--- src/rtl/icache_pkg.sv ---
// Shared types and constants for the I-cache line-fill engine.
package icache_pkg;

  typedef enum logic [2:0] {
    ST_IDLE,
    ST_ADDR,
    ST_DATA,
    ST_DONE,
    ST_HOLD
  } fill_state_t;

  localparam int         WORDS_PER_LINE = 8;
  localparam int         LINE_OFS_BITS  = 5;
  localparam logic [1:0] RESP_OKAY      = 2'b00;

endpackage

--- src/rtl/icfill_line_asm.sv ---
// Beat counter, word-slot write decode, line register and error accumulation
// for one burst line fill.
module icfill_line_asm
  import icache_pkg::*;
#(
  parameter int XLEN   = 32,
  parameter int CLSIZE = 256
) (
  input  logic              clk_i,
  input  logic              rst_ni,
  input  logic              clear_i,
  input  logic              beat_i,
  input  logic              done_i,
  input  logic [XLEN-1:0]   r_data_i,
  input  logic [1:0]        r_resp_i,
  input  logic              r_last_i,
  output logic [CLSIZE-1:0] line_o,
  output logic              last_beat_o,
  output logic              err_o
);

  localparam int BEATS  = CLSIZE / XLEN;
  localparam int BEAT_W = $clog2(BEATS);

  logic [BEAT_W-1:0] beat_cnt_reg;
  logic              err_reg;
  logic              is_last;
  logic              beat_err;

  assign is_last     = (beat_cnt_reg == BEAT_W'(BEATS - 1));
  assign last_beat_o = beat_i & is_last;
  // r_last must coincide exactly with the final counted beat
  assign beat_err    = (r_resp_i != RESP_OKAY) | (r_last_i != is_last);
  assign err_o       = err_reg;

  always_ff @(posedge clk_i or negedge rst_ni) begin
    if (!rst_ni) begin
      beat_cnt_reg <= '0;
      err_reg      <= 1'b0;
    end else if (done_i) begin
      beat_cnt_reg <= '0;
      err_reg      <= 1'b0;
    end else if (beat_i) begin
      beat_cnt_reg <= beat_cnt_reg + 1'b1;
      err_reg      <= err_reg | beat_err;
    end
  end

  generate
    for (genvar gi = 0; gi < BEATS; gi++) begin : g_word
      logic [XLEN-1:0] word_reg;

      always_ff @(posedge clk_i or negedge rst_ni) begin
        if (!rst_ni) begin
          word_reg <= '0;
        end else if (clear_i) begin
          word_reg <= '0;
        end else if (beat_i && (beat_cnt_reg == BEAT_W'(gi))) begin
          word_reg <= r_data_i;
        end
      end

      // word 0 sits in the most significant slot
      assign line_o[CLSIZE-1-XLEN*gi -: XLEN] = word_reg;
    end
  endgenerate

endmodule

--- src/rtl/icache_line_fill.sv ---
// I-cache line-fill engine: one request -> one 8-beat INCR burst -> one line.
// Optional perf counters fill_cnt_o/stall_cyc_o under `define ICFILL_PERF_EN.
module icache_line_fill
  import icache_pkg::*;
#(
  parameter int XLEN   = 32,
  parameter int CLSIZE = 256
) (
  input  logic              clk_i,
  input  logic              rst_ni,
  input  logic              c_strobe_i,
  input  logic [XLEN-1:0]   c_addr_i,
  output logic              c_ready_o,
  output logic [CLSIZE-1:0] c_data_o,
  output logic              c_err_o,
  output logic              ar_valid_o,
  input  logic              ar_ready_i,
  output logic [XLEN-1:0]   ar_addr_o,
  output logic [7:0]        ar_len_o,
  input  logic              r_valid_i,
  output logic              r_ready_o,
  input  logic [XLEN-1:0]   r_data_i,
  input  logic [1:0]        r_resp_i,
  input  logic              r_last_i
`ifdef ICFILL_PERF_EN
  ,
  output logic [31:0]       fill_cnt_o,
  output logic [31:0]       stall_cyc_o
`endif
);

  localparam int              BEATS     = CLSIZE / XLEN;
  localparam logic [XLEN-1:0] LINE_MASK = XLEN'((1 << LINE_OFS_BITS) - 1);

  fill_state_t     state_reg, state_next;
  logic [XLEN-1:0] ar_addr_reg;
  logic            start;
  logic            beat;
  logic            last_beat;
  logic            err;

  assign start = (state_reg == ST_IDLE) & c_strobe_i;
  assign beat  = (state_reg == ST_DATA) & r_valid_i;

  always_ff @(posedge clk_i or negedge rst_ni) begin
    if (!rst_ni) begin
      state_reg   <= ST_IDLE;
      ar_addr_reg <= '0;
    end else begin
      state_reg <= state_next;
      if (start) begin
        ar_addr_reg <= c_addr_i & ~LINE_MASK;
      end
    end
  end

  always_comb begin
    state_next = state_reg;
    case (state_reg)
      ST_IDLE: if (c_strobe_i) state_next = ST_ADDR;
      ST_ADDR: if (ar_ready_i) state_next = ST_DATA;
      ST_DATA: if (last_beat)  state_next = ST_DONE;
      ST_DONE: state_next = ST_HOLD;
      // the I-cache strobe lingers one cycle after ready; swallow it here
      ST_HOLD: state_next = ST_IDLE;
      default: state_next = ST_IDLE;
    endcase
  end

  assign ar_valid_o = (state_reg == ST_ADDR);
  assign ar_addr_o  = ar_addr_reg;
  assign ar_len_o   = 8'(BEATS - 1);
  assign r_ready_o  = (state_reg == ST_DATA);
  assign c_ready_o  = (state_reg == ST_DONE);
  assign c_err_o    = c_ready_o & err;

  icfill_line_asm #(
    .XLEN   (XLEN),
    .CLSIZE (CLSIZE)
  ) u_line_asm (
    .clk_i       (clk_i),
    .rst_ni      (rst_ni),
    .clear_i     (start),
    .beat_i      (beat),
    .done_i      (c_ready_o),
    .r_data_i    (r_data_i),
    .r_resp_i    (r_resp_i),
    .r_last_i    (r_last_i),
    .line_o      (c_data_o),
    .last_beat_o (last_beat),
    .err_o       (err)
  );

`ifdef ICFILL_PERF_EN
  logic [31:0] fill_cnt_reg;
  logic [31:0] stall_cyc_reg;

  always_ff @(posedge clk_i or negedge rst_ni) begin
    if (!rst_ni) begin
      fill_cnt_reg  <= '0;
      stall_cyc_reg <= '0;
    end else begin
      if (state_reg == ST_DONE) fill_cnt_reg <= fill_cnt_reg + 32'd1;
      if (state_reg != ST_IDLE) stall_cyc_reg <= stall_cyc_reg + 32'd1;
    end
  end

  assign fill_cnt_o  = fill_cnt_reg;
  assign stall_cyc_o = stall_cyc_reg;
`endif

endmodule

--- config.mk ---
export PLATFORM = sky130hd
export DESIGN_NAME = icache_line_fill
export DESIGN_NICKNAME = d
export VERILOG_FILES = /design/src/rtl/icache_pkg.sv /design/src/rtl/icfill_line_asm.sv /design/src/rtl/icache_line_fill.sv
export SDC_FILE = /design/constraint.sdc
export NUM_CORES = 1
export LEC_CHECK = 0
export ABC_AREA = 1
export BUFFER_PORTS_ARGS = -buffer_cell sky130_fd_sc_hd__buf_2
export CAP_MARGIN = 20
export CORE_MARGIN = 4
export CORE_UTILIZATION = 55
export DETAILED_ROUTE_END_ITERATION = 10
export PLACE_DENSITY = 0.88
export SETUP_SLACK_MARGIN = 0.02
export SYNTH_ARGS = -nofsm -noshare
export SYNTH_HDL_FRONTEND = slang
export SYNTH_SLANG_ARGS = --single-unit
--- constraint.sdc ---
create_clock -name clk_i -period 2.1 [get_ports clk_i]
set_input_delay 0.21 -clock clk_i [delete_from_list [all_inputs] [get_ports clk_i]]
set_output_delay 0.21 -clock clk_i [all_outputs]
set_load 0.01 [all_outputs]
==> out/metrics.cfg <==
[cts]
postCtsSetupBuffers = 0
cts_tree = done
htree_num_levels = 1
cts-root-buf = clkbuf_16
cts-buffers-inserted = 28
clockBufferDepth = 3
cts_num_sinks = 290
clk_pin_slew_ps = 70
clk_latency_ps = 540

[finish]
fillerInstances = 1532
nets = 1829
antenna_cells_inserted = 0
finalInstanceArea_sq_um = 15600
drive_above_1_share_pct = 27.1
final_common_cell = nand2_1
largest_reg_flops = 256
syn2layout_area_growth_pct = 28.1
instances_no_fill = 2053
final_cell_mix = 583 x nand2_1, 352 x buf_2, 290 x dfrtp_1

[logic_synthesis]
synth_cells = 1384
synth.distinct_cells = 26
synth-xor-area-share_pct = 0
synth_seq_cells = 290
synthMuxAreaShare_pct = 0
synth_compound_area_share_pct = 1.29
synth-simple-area-share_pct = 30.9
synth_warnings = 0
avgSynthCellArea_sq_um = 8.77
ys_seq_area_share_pct = 59.8
synthAdderAreaFrac_pct = 0.618
synth_top_family_by_area = simple AND/OR/NAND/NOR gates
synthesis.area_sq_um = 12100

[global_routing]
grt_most_used_layer = met2
grtUsageMet3_pct = 6.69
grt_pass1_vias = 11400
gr-usage-met2_pct = 51.9
grt_pass1_wl_um = 61800
grt_max_degree = 120
grt_use_total_pct = 32.1
antenna_found_initial = 0
grt_util_met1_pct = 41.3
grt-ovfl-total = 0

[route]
drc = 0
vias = 11423
post_drt_wl_per_cell_um = 19.3
routed_wirelength_um = 39700
antenna_left = 0
drt_iter0_drc = 1032
routed_via_density = 5.56
drtPass1Iterations = 5

[setup_path]
rrSetupSlack_ps = 220
r2r-end = u_line_asm.g_word[7].word_reg[30]
r2r-start = state_reg[2]
worst_r2r_path_depth = 7
required_ps = 2520
worst_setup_path_start_kind = register
crit_type = register to register
arrival_ps = 2300
endpoint_kind = register
critPathMaxFanout = 119

[place]
portBuffers = 353
gp_congestion = 0.869
dpl.cell_count = 1972
dpl_worst_slack_ps = 260
place_area_sq_um = 14200
hpwlAfterDp_um = 26000

[power_and_ir_drop]
total_power_w = 0.0193
power.leakage_nw = 9.57
powerDensity_nw_per_um2 = 1240
ir_drop_mv = 1.04

[floorplan]
initial_core_util_pct = 55.8
die_width_um = 157
dieArea_sq_um = 24500
dieHeight_um = 157
num_rows = 54
design.portCount = 372
core-area_sq_um = 21800

[sta]
finalHoldViolCount = 0
period_share_pct = 89.6
maxSlewViolCount = 0
slew_headroom_pct = 65.8
fmax_mhz = 532
setup_tns_ps = 0
fin_crit_ps = 1880
finalSetupViolations = 0
setup_slack_ps = 219
clock_skew_ps = 11.5
worstMarginPinSlew_ps = 513
rsz0062_at_grt = no

[worst_hold_path]
worstHoldPathCells = 5
worst_hold_path.endpoint = u_line_asm.g_word[2].word_reg[7]
min-delay-start = r_data_i[7]
hold_class = input pin to register

[run_status]
outcome = complete, no violations

[run]
drv_cap = 0

## worst max-delay path, cell delays in order, from the launching register on
cell and delay (ps):
dfrtp_1 410, nor2_4 290, nand3_4 190, buf_12 280, nand2_1 120, inv_1 220
nand2_1 160, nand2_1 70
## cells by family after synthesis
kind of cell    after synthesis
compound gates               31
fa+ha+maj                     6
buf+inv                     184
flops                       290
other cells                   2
simple gates                871
## cells in the mapped netlist
cell type  count  area share (%)
conb_1         2           0.062
o21ai_1       27             1.1
inv_1         70             2.2
dfrtp_1      290              60
or2_2          1           0.052
nand2_2        2            0.10
nand3_4        1            0.14
buf_4         34             2.1
o21ai_0        2           0.082
buf_2         46             1.9
clkbuf_1      18            0.56
a21oi_1        1           0.041
nand2_1      583              18
nor2_4         7            0.65
nand4_4        2            0.35
nand3_1      260              11
nand4_2        4            0.41
ha_1           6            0.62
nand3b_1       1           0.062
inv_2         12            0.37
buf_6          2            0.19
buf_1          2           0.062
nand3_2        1           0.082
o22ai_1        1           0.052
nor2_1         7            0.22
nand4_1        2            0.10
## repair_timing
action,4_1_cts,5_1_grt
resized for setup,0,0
hold buffers,29,0
hold endpoints to repair,145,0
## power by group
group	leakage, nW	internal [W]	switching (W)
sequential	3.91	0.00683	0.000773
combinational	5.15	0.00197	0.00403
clock	0.510	0.00347	0.00226
total	9.57	0.0123	0.00707
## how the worst max path moves through the flow
stage | cells after the start | slack, ps | endpoint | startpoint
after global placement | 7 | 320 | u_line_asm.g_word[3].word_reg[0] | u_line_asm.beat_cnt_reg[2]
after CTS | 4 | 210 | c_err_o | state_reg[1]
after floorplan | 6 | 650 | u_line_asm.g_word[7].word_reg[22] | u_line_asm.beat_cnt_reg[0]
after global routing | 7 | 100 | u_line_asm.g_word[7].word_reg[30] | u_line_asm.beat_cnt_reg[0]
after detailed placement | 7 | 260 | u_line_asm.g_word[3].word_reg[2] | u_line_asm.beat_cnt_reg[2]
final | 7 | 220 | u_line_asm.g_word[7].word_reg[30] | state_reg[2]
## per-layer routing
| layer | up-vias | share of wire [%] |
|---|---|---|
| met5 | - | 0 |
| met4 | 0 | 5.1 |
| met3 | 153 | 9.8 |
| met2 | 742 | 49 |
| met1 | 5469 | 36 |
| li1 | 5059 | - |
## layout make-up
type	count	area (sq um)	share of cell area [%]
multi-input cells	921	4040	26.0
clock inverters	17	255	1.64
inverters	82	308	1.98
flip-flops and latches	290	7260	46.6
well taps	280	350	2.25
repair buffers	428	2540	16.3
clock buffers	35	808	5.20
## metrics by stage
| step | utilization (%) | hold slack (ps) |
|---|---|---|
| 2_1_floorplan | - | -85.6 |
| 3_3_place_gp | 65.3 | 153 |
| 3_5_place_dp | 65.3 | 159 |
| 4_1_cts | 71.5 | 52.2 |
| 5_1_grt | 71.5 | 77.0 |
| 6_report | 71.5 | 65.5 |
(Power assumes the default switching activity.)
